==> config.mk <==
export PLATFORM = sky130hd
export DESIGN_NAME = fpu_mul_result_buffer
export DESIGN_NICKNAME = d
export VERILOG_FILES = /design/src/rtl/fpu_pkg.sv /design/src/rtl/fpu_sync_fifo.sv /design/src/rtl/fpu_mul_result_buffer.sv
export SDC_FILE = /design/constraint.sdc
export NUM_CORES = 1
export LEC_CHECK = 0
export CAP_MARGIN = 20
export CORE_MARGIN = 2
export CORE_UTILIZATION = 51
export DETAILED_ROUTE_END_ITERATION = 10
export PLACE_DENSITY = 0.77
export SLEW_MARGIN = 30
export SYNTH_ARGS = -nofsm -noshare
export SYNTH_HDL_FRONTEND = slang
export SYNTH_SLANG_ARGS = --single-unit
==> constraint.sdc <==
create_clock -name clkIn -period 4.3 [get_ports clkIn]
set_input_delay 0.86 -clock clkIn [delete_from_list [all_inputs] [get_ports clkIn]]
set_output_delay 0.86 -clock clkIn [all_outputs]
set_load 0.01 [all_outputs]
==> src/rtl/fpu_pkg.sv <==
// ============================================================================
//  Module      : fpu_pkg
//  Description : Shared constants for the FPU multiply pipeline and its
//                result buffer: default field widths, multiplier latency,
//                result flag bit positions and canonical special values.
//  Revision    : 1.0  initial release
// ============================================================================
`timescale 1ns/1ps
`default_nettype none

package fpu_pkg;

    // Default single-precision layout (fraction includes the implicit bit)
    localparam int FRAC_WIDTH_DEF = 24;
    localparam int EXP_WIDTH_DEF  = 8;

    // Fixed multiplier pipeline depth, issue strobe to validOut
    localparam int MUL_LATENCY    = 10;

    // Result classification flags, packed {nan, inf, zero, subnormal}
    localparam int FLAG_WIDTH     = 4;
    localparam int FLAG_NAN       = 3;
    localparam int FLAG_INF       = 2;
    localparam int FLAG_ZERO      = 1;
    localparam int FLAG_SUB       = 0;

    // Canonical special encodings produced by the multiplier
    localparam logic [31:0] CANON_NAN = 32'h7FC0_0000;
    localparam logic [31:0] POS_INF   = 32'h7F80_0000;
    localparam logic [31:0] NEG_INF   = 32'hFF80_0000;

endpackage

`default_nettype wire

==> src/rtl/fpu_sync_fifo.sv <==
// ============================================================================
//  Module      : fpu_sync_fifo
//  Description : Synchronous FIFO with registered storage and combinational
//                head read. Pointers wrap modulo DEPTH (any DEPTH >= 1).
//                When empty, the read port holds the last popped head.
//  Revision    : 1.0  initial release
// ============================================================================
`timescale 1ns/1ps
`default_nettype none

module fpu_sync_fifo #(
    parameter int WIDTH = 32,
    parameter int DEPTH = 16
) (
    input  logic             clk,
    input  logic             rst_n,
    input  logic             wr_en,
    input  logic [WIDTH-1:0] wr_data,
    input  logic             rd_en,
    output logic [WIDTH-1:0] rd_data,
    output logic             full,
    output logic             empty
);

    localparam int PTR_W = (DEPTH > 1) ? $clog2(DEPTH) : 1;
    localparam int CNT_W = $clog2(DEPTH + 1);
    localparam logic [PTR_W-1:0] LAST_IDX = PTR_W'(DEPTH - 1);

    logic [WIDTH-1:0] mem [DEPTH];
    logic [WIDTH-1:0] last_head;
    logic [PTR_W-1:0] wr_ptr;
    logic [PTR_W-1:0] rd_ptr;
    logic [CNT_W-1:0] count;
    logic             rd_ok;
    logic             wr_ok;

    assign full  = (count == CNT_W'(DEPTH));
    assign empty = (count == '0);
    // A pop frees a slot in the same cycle, so a write into a full FIFO is
    // accepted when it coincides with a pop.
    assign rd_ok = rd_en & ~empty;
    assign wr_ok = wr_en & (~full | rd_ok);

    // No write-to-read bypass: a freshly written entry is visible next cycle
    assign rd_data = empty ? last_head : mem[rd_ptr];

    // Storage array and the held copy of the most recently popped head
    always_ff @(posedge clk or negedge rst_n) begin
        if (!rst_n) begin
            for (int i = 0; i < DEPTH; i++) begin
                mem[i] <= '0;
            end
            last_head <= '0;
        end else begin
            if (wr_ok) begin
                mem[wr_ptr] <= wr_data;
            end
            if (rd_ok) begin
                last_head <= mem[rd_ptr];
            end
        end
    end

    // Pointer wrap and occupancy count
    always_ff @(posedge clk or negedge rst_n) begin
        if (!rst_n) begin
            wr_ptr <= '0;
            rd_ptr <= '0;
            count  <= '0;
        end else begin
            if (wr_ok) begin
                wr_ptr <= (wr_ptr == LAST_IDX) ? '0 : wr_ptr + 1'b1;
            end
            if (rd_ok) begin
                rd_ptr <= (rd_ptr == LAST_IDX) ? '0 : rd_ptr + 1'b1;
            end
            case ({wr_ok, rd_ok})
                2'b10:   count <= count + 1'b1;
                2'b01:   count <= count - 1'b1;
                default: count <= count;
            endcase
        end
    end

endmodule

`default_nettype wire

==> src/rtl/fpu_mul_result_buffer.sv <==
// ============================================================================
//  Module      : fpu_mul_result_buffer
//  Description : Result FIFO behind the fixed-latency FPU multiplier. Hands
//                out issue credits so every issued operation has a guaranteed
//                slot, presents results valid/ready, and flags protocol abuse.
//                Optional macro FPU_RESULT_FLAGS_EN adds a per-entry
//                {nan, inf, zero, subnormal} flag field and port outFlagsOut.
//  Revision    : 1.0  initial release
// ============================================================================
`timescale 1ns/1ps
`default_nettype none

module fpu_mul_result_buffer
    import fpu_pkg::*;
#(
    parameter int FRAC_WIDTH = FRAC_WIDTH_DEF,
    parameter int EXP_WIDTH  = EXP_WIDTH_DEF,
    parameter int DEPTH      = 16,
    localparam int DATA_WIDTH = FRAC_WIDTH + EXP_WIDTH,
    localparam int CRED_W     = $clog2(DEPTH + 1)
) (
    input  logic                  clkIn,
    input  logic                  rstNIn,
    input  logic                  issueValidIn,
    output logic                  issueReadyOut,
    input  logic [DATA_WIDTH-1:0] resDataIn,
    input  logic                  resValidIn,
    output logic [DATA_WIDTH-1:0] outDataOut,
    output logic                  outValidOut,
    input  logic                  outReadyIn,
    output logic                  errOut,
    output logic [CRED_W-1:0]     inFlightOut
`ifdef FPU_RESULT_FLAGS_EN
    ,
    output logic [FLAG_WIDTH-1:0] outFlagsOut
`endif
);

`ifdef FPU_RESULT_FLAGS_EN
    localparam int ENTRY_W = DATA_WIDTH + FLAG_WIDTH;
`else
    localparam int ENTRY_W = DATA_WIDTH;
`endif

    logic [CRED_W-1:0]  credits;
    logic [ENTRY_W-1:0] wr_entry;
    logic [ENTRY_W-1:0] head_entry;
    logic               fifo_full;
    logic               fifo_empty;
    logic               issue;
    logic               pop;

    assign issueReadyOut = (credits != '0);
    assign outValidOut   = ~fifo_empty;
    assign issue         = issueValidIn & issueReadyOut;
    assign pop           = outValidOut & outReadyIn;
    assign inFlightOut   = CRED_W'(DEPTH) - credits;

`ifdef FPU_RESULT_FLAGS_EN
    logic [EXP_WIDTH-1:0]  res_exp;
    logic [FRAC_WIDTH-2:0] res_man;
    logic [FLAG_WIDTH-1:0] res_flags;

    assign res_exp = resDataIn[DATA_WIDTH-2 -: EXP_WIDTH];
    assign res_man = resDataIn[FRAC_WIDTH-2:0];

    // Classify the incoming result so the flags travel with the data
    always_comb begin
        res_flags            = '0;
        res_flags[FLAG_NAN]  = (&res_exp) & (|res_man);
        res_flags[FLAG_INF]  = (&res_exp) & ~(|res_man);
        res_flags[FLAG_ZERO] = ~(|res_exp) & ~(|res_man);
        res_flags[FLAG_SUB]  = ~(|res_exp) & (|res_man);
    end

    assign wr_entry    = {res_flags, resDataIn};
    assign outFlagsOut = head_entry[ENTRY_W-1 -: FLAG_WIDTH];
`else
    assign wr_entry    = resDataIn;
`endif

    assign outDataOut = head_entry[DATA_WIDTH-1:0];

    fpu_sync_fifo #(
        .WIDTH (ENTRY_W),
        .DEPTH (DEPTH)
    ) u_fifo (
        .clk     (clkIn),
        .rst_n   (rstNIn),
        .wr_en   (resValidIn),
        .wr_data (wr_entry),
        .rd_en   (outReadyIn),
        .rd_data (head_entry),
        .full    (fifo_full),
        .empty   (fifo_empty)
    );

    // Credit counter: one credit per free result slot not yet promised.
    // Returns are clamped at DEPTH so a stray unissued write cannot overflow.
    always_ff @(posedge clkIn or negedge rstNIn) begin
        if (!rstNIn) begin
            credits <= CRED_W'(DEPTH);
        end else begin
            case ({issue, pop})
                2'b10:   credits <= credits - 1'b1;
                2'b01:   credits <= (credits != CRED_W'(DEPTH)) ? credits + 1'b1 : credits;
                default: credits <= credits;
            endcase
        end
    end

    // Sticky error: issue without credit, or a result arriving with no room
    always_ff @(posedge clkIn or negedge rstNIn) begin
        if (!rstNIn) begin
            errOut <= 1'b0;
        end else if ((issueValidIn & ~issueReadyOut) | (resValidIn & fifo_full & ~pop)) begin
            errOut <= 1'b1;
        end
    end

endmodule

`default_nettype wire
==> results.sh <==
export IMPL_p_leak_nw=12.7
export IMPL_cap_violations=0
export IMPL_cts_tree="built"
export IMPL_die_x_um=231
export IMPL_worst_pin_slew_ns=0.864
export IMPL_final_common_cell="dfrtp_1"
export IMPL_p_switching_mw=7.36
export IMPL_drtIter0Drc=846
export IMPL_yosysUniqueCellTypes=52
export IMPL_drtPass1Iterations=4
export IMPL_insertion_delay_ns=0.62
export IMPL_slew_viol_final=0
export IMPL_fin_util_pct=58.0
export IMPL_dp_hpwl_mm=33.7
export IMPL_period_needed_ns=4.05
export IMPL_io_buffers=76
export IMPL_fin_crit_sh_pct=94.1
export IMPL_path_cells="buf_12 -> mux4_2 -> mux2i_1 -> mux2_2 -> o21ai_0 -> clkdlybuf4s50_1"
export IMPL_post_drt_via_cell_ratio=5.86
export IMPL_powerDensity_nw_per_um2=809
export IMPL_comb_power_share_pct=40.5
export IMPL_synth_flop_cell="dfrtp_1"
export IMPL_hp_class="in2async"
export IMPL_cts_buffers_inserted=57
export IMPL_place_congestion=0.781
export IMPL_ir_worst_vdd_v=0.000535
export IMPL_arrival_ns=3.19
export IMPL_die_area_um2=53300
export IMPL_wl_mm=58.7
export IMPL_required_ns=3.44
export IMPL_setup_viol=0
export IMPL_cp_end_kind="primary output"
export IMPL_htree_num_levels=2
export IMPL_cts_buffer_depth=3
export IMPL_grt_max_degree=106
export IMPL_cp_num_buf_inv=2
export IMPL_grt_usage_pct=22.7
export IMPL_fp_coreArea_um2=51100
export IMPL_syn_nets=1756
export IMPL_ctsHoldBuffers=0
export IMPL_yosys_warnings=0
export IMPL_ys_seq_area_share_pct=53.6
export IMPL_relSlewSlack_pct=42.4
export IMPL_start_util_pct=51.4
export IMPL_crit_family="buffers and inverters"
export IMPL_critPathSlowestCell="clkdlybuf4s50_1"
export IMPL_yosys_register_bits=563
export IMPL_clkPwrFrac_pct=20.2
export IMPL_nets=1808
export IMPL_placed_cell_area_um2=27700
export IMPL_synth_edf_count=0
export IMPL_placed_cells=2369
export IMPL_final_antenna_net_count=0
export IMPL_crit_fanout=18
export IMPL_cts_root_buffer="clkbuf_16"
export IMPL_tns_ns=0
export IMPL_ios=77
export IMPL_synth_cells=1704
export IMPL_fillCellCount=3948
export IMPL_cpPeakStageDelay_ns=0.64
export IMPL_final_area_um2=29600
export IMPL_layout_drive_gt1_share_pct=47.1
export IMPL_intPower_mw=16.6
export IMPL_status="complete, no violations"
export IMPL_critPathKind="reg2out"
export IMPL_die_y_um=231
export IMPL_area_delta_synth_final_pct=12.8
export IMPL_vias=14500
export IMPL_grt_setup_unrepaired="no"
export IMPL_grt_pass1_wl_mm=93.5
export IMPL_syn_area_um2=26300
export IMPL_layout_common_cells="558 x dfrtp_1, 498 x mux2_2, 128 x mux4_2"
export IMPL_avgRoutedWirePerCell_um=23.6
export IMPL_hold_viol_final=0
export IMPL_syn_area_per_cell_um2=15.4
export IMPL_clock_skew_final_ns=0.0160
export IMPL_max_freq_ghz=0.247
export IMPL_p_seq_share_pct=39.3
export IMPL_crit_path_start_kind="flop"
export IMPL_fin_cells=2481
export IMPL_cts_sinks=563
export IMPL_path_clk_slew_ns=0.06
export IMPL_grt_pass1_vias=15900
export IMPL_ff_latch_area_um2=14100
export IMPL_switching_share_pct=30.7
export IMPL_grt_antenna_before_repair=2
export IMPL_power_mw=24.0
export IMPL_overflow=0
export IMPL_async_reset_ff_share_pct=100
export IMPL_multiInputGateArea_um2=11400
export IMPL_rows=83
export IMPL_drc=0
-- synthesized netlist by cell type, types with 4 or more instances --
| cell | number | share of area [%] |
|---|---|---|
| dfrtp_1 | 562 | 54 |
| mux2_2 | 498 | 21 |
| mux4_2 | 128 | 11 |
| clkbuf_1 | 76 | 1.1 |
| nand2_1 | 74 | 1.1 |
| mux2i_1 | 65 | 2.5 |
| o21ai_0 | 65 | 1.2 |
| mux2_4 | 46 | 2.6 |
| buf_2 | 26 | 0.50 |
| buf_6 | 26 | 1.1 |
| inv_1 | 16 | 0.23 |
| buf_1 | 15 | 0.21 |
| ha_1 | 14 | 0.67 |
| xnor2_1 | 10 | 0.33 |
| a21o_1 | 5 | 0.14 |
| a21oi_1 | 5 | 0.095 |
| mux2_1 | 5 | 0.21 |
| xor2_1 | 5 | 0.17 |
| buf_4 | 4 | 0.11 |
| nand3_1 | 4 | 0.076 |
| nor2_1 | 4 | 0.057 |
| nor2_4 | 4 | 0.17 |
| nor3_1 | 4 | 0.076 |
| nor3_4 | 4 | 0.25 |
-- per-stage QoR --
step / hold WS, ns / worst slack, ns
floorplan: 0.450 / 1.11
finish: 0.320 / 0.252
global placement: 0.461 / 0.451
detailed placement: 0.470 / 0.455
CTS: 0.338 / 0.126
global route: 0.374 / 0.0845
-- flip-flops by register name, summed over array words and instances (netlist names) --
register	cells
u_fifo.wr_ptr	4
credits	5
u_fifo.mem	512
u_fifo.count	5
errOut	1
u_fifo.last_head	32
u_fifo.rd_ptr	4
-- layout make-up --
cell class / instances / area share [%]
Sequential cell: 563 / 47.6
Clock inverter: 9 / 0.258
Clock buffer: 93 / 5.89
Timing Repair Buffer: 140 / 4.84
Multi-Input combinational cell: 978 / 38.3
Inverter: 16 / 0.203
Tap cell: 680 / 2.87
Antenna cell: 2 / 0.0169
-- cells by family (layout without fill, tap and decap cells) --
| logic type | Yosys count | in the layout | share of synthesized area, % |
|---|---|---|---|
| xor gates and xnor gates | 15 | 15 | 0.500 |
| muxes | 742 | 742 | 37.6 |
| DFF | 563 | 563 | 53.6 |
| buffers and inverters | 163 | 258 | 3.25 |
| and+or+nand+nor | 113 | 113 | 2.19 |
| AOI/OAI and AO/OA | 93 | 93 | 2.03 |
| adders and majority gates | 15 | 15 | 0.743 |
| other | 0 | 2 | 0 |
-- power groups by stage --
stage	Clock, mW	Combinational [mW]	Sequential, mW
2_1_floorplan	0	7.26	8.78
3_3_place_gp	0	9.40	9.27
3_5_place_dp	0	9.67	9.49
4_1_cts	4.94	9.73	9.43
5_1_grt	5.17	10.4	9.72
6_report	4.83	9.70	9.43
-- metal layers --
layer  global-route usage [%]  vias to the layer above  share of wire, %
met5                        0                        -             0.019
met4                     5.63                        2               1.8
met3                     3.51                       80               3.7
met2                     37.7                      238                50
met1                     31.7                     7884                45
li1                         -                     6339                 -
-- worst register-to-register path, delay by kind of cell, from the launching register on --
| kind | cells | cell delay (ns) |
|---|---|---|
| and+or+nand+nor | 2 | 1.11 |
| DFF | 1 | 0.46 |
| adders and majority gates | 2 | 0.68 |
| xor gates and xnor gates | 2 | 0.33 |
| AOI/OAI and AO/OA | 3 | 0.73 |
-- worst paths after layout --
check                                                      from                              end  slack (ns)  cells past startpoint
min in group clkIn              u_fifo.last_head[2]$_DFFE_PN0P_  u_fifo.last_head[2]$_DFFE_PN0P_        0.48                      2
worst max-delay path               u_fifo.rd_ptr[2]$_DFFE_PN0P_                   outDataOut[27]        0.25                      6
max in group asynchronous                                rstNIn      u_fifo.mem[185]$_DFFE_PN0P_        2.99                      2
worst min register to register  u_fifo.last_head[2]$_DFFE_PN0P_  u_fifo.last_head[2]$_DFFE_PN0P_        0.48                      2
worst min-delay path                                     rstNIn       u_fifo.mem[87]$_DFFE_PN0P_        0.32                      1
worst max register to register      u_fifo.count[1]$_DFFE_PN0P_      u_fifo.count[4]$_DFFE_PN0P_        0.93                      9
-- timing repair --
| action | 4_1_cts | 5_1_grt |
|---|---|---|
| endpoints found under the setup margin | 0 | 1 |
| setup buffers | 0 | 8 |
| gates resized for setup | 0 | 0 |
Power figures use the tool's default switching activity.
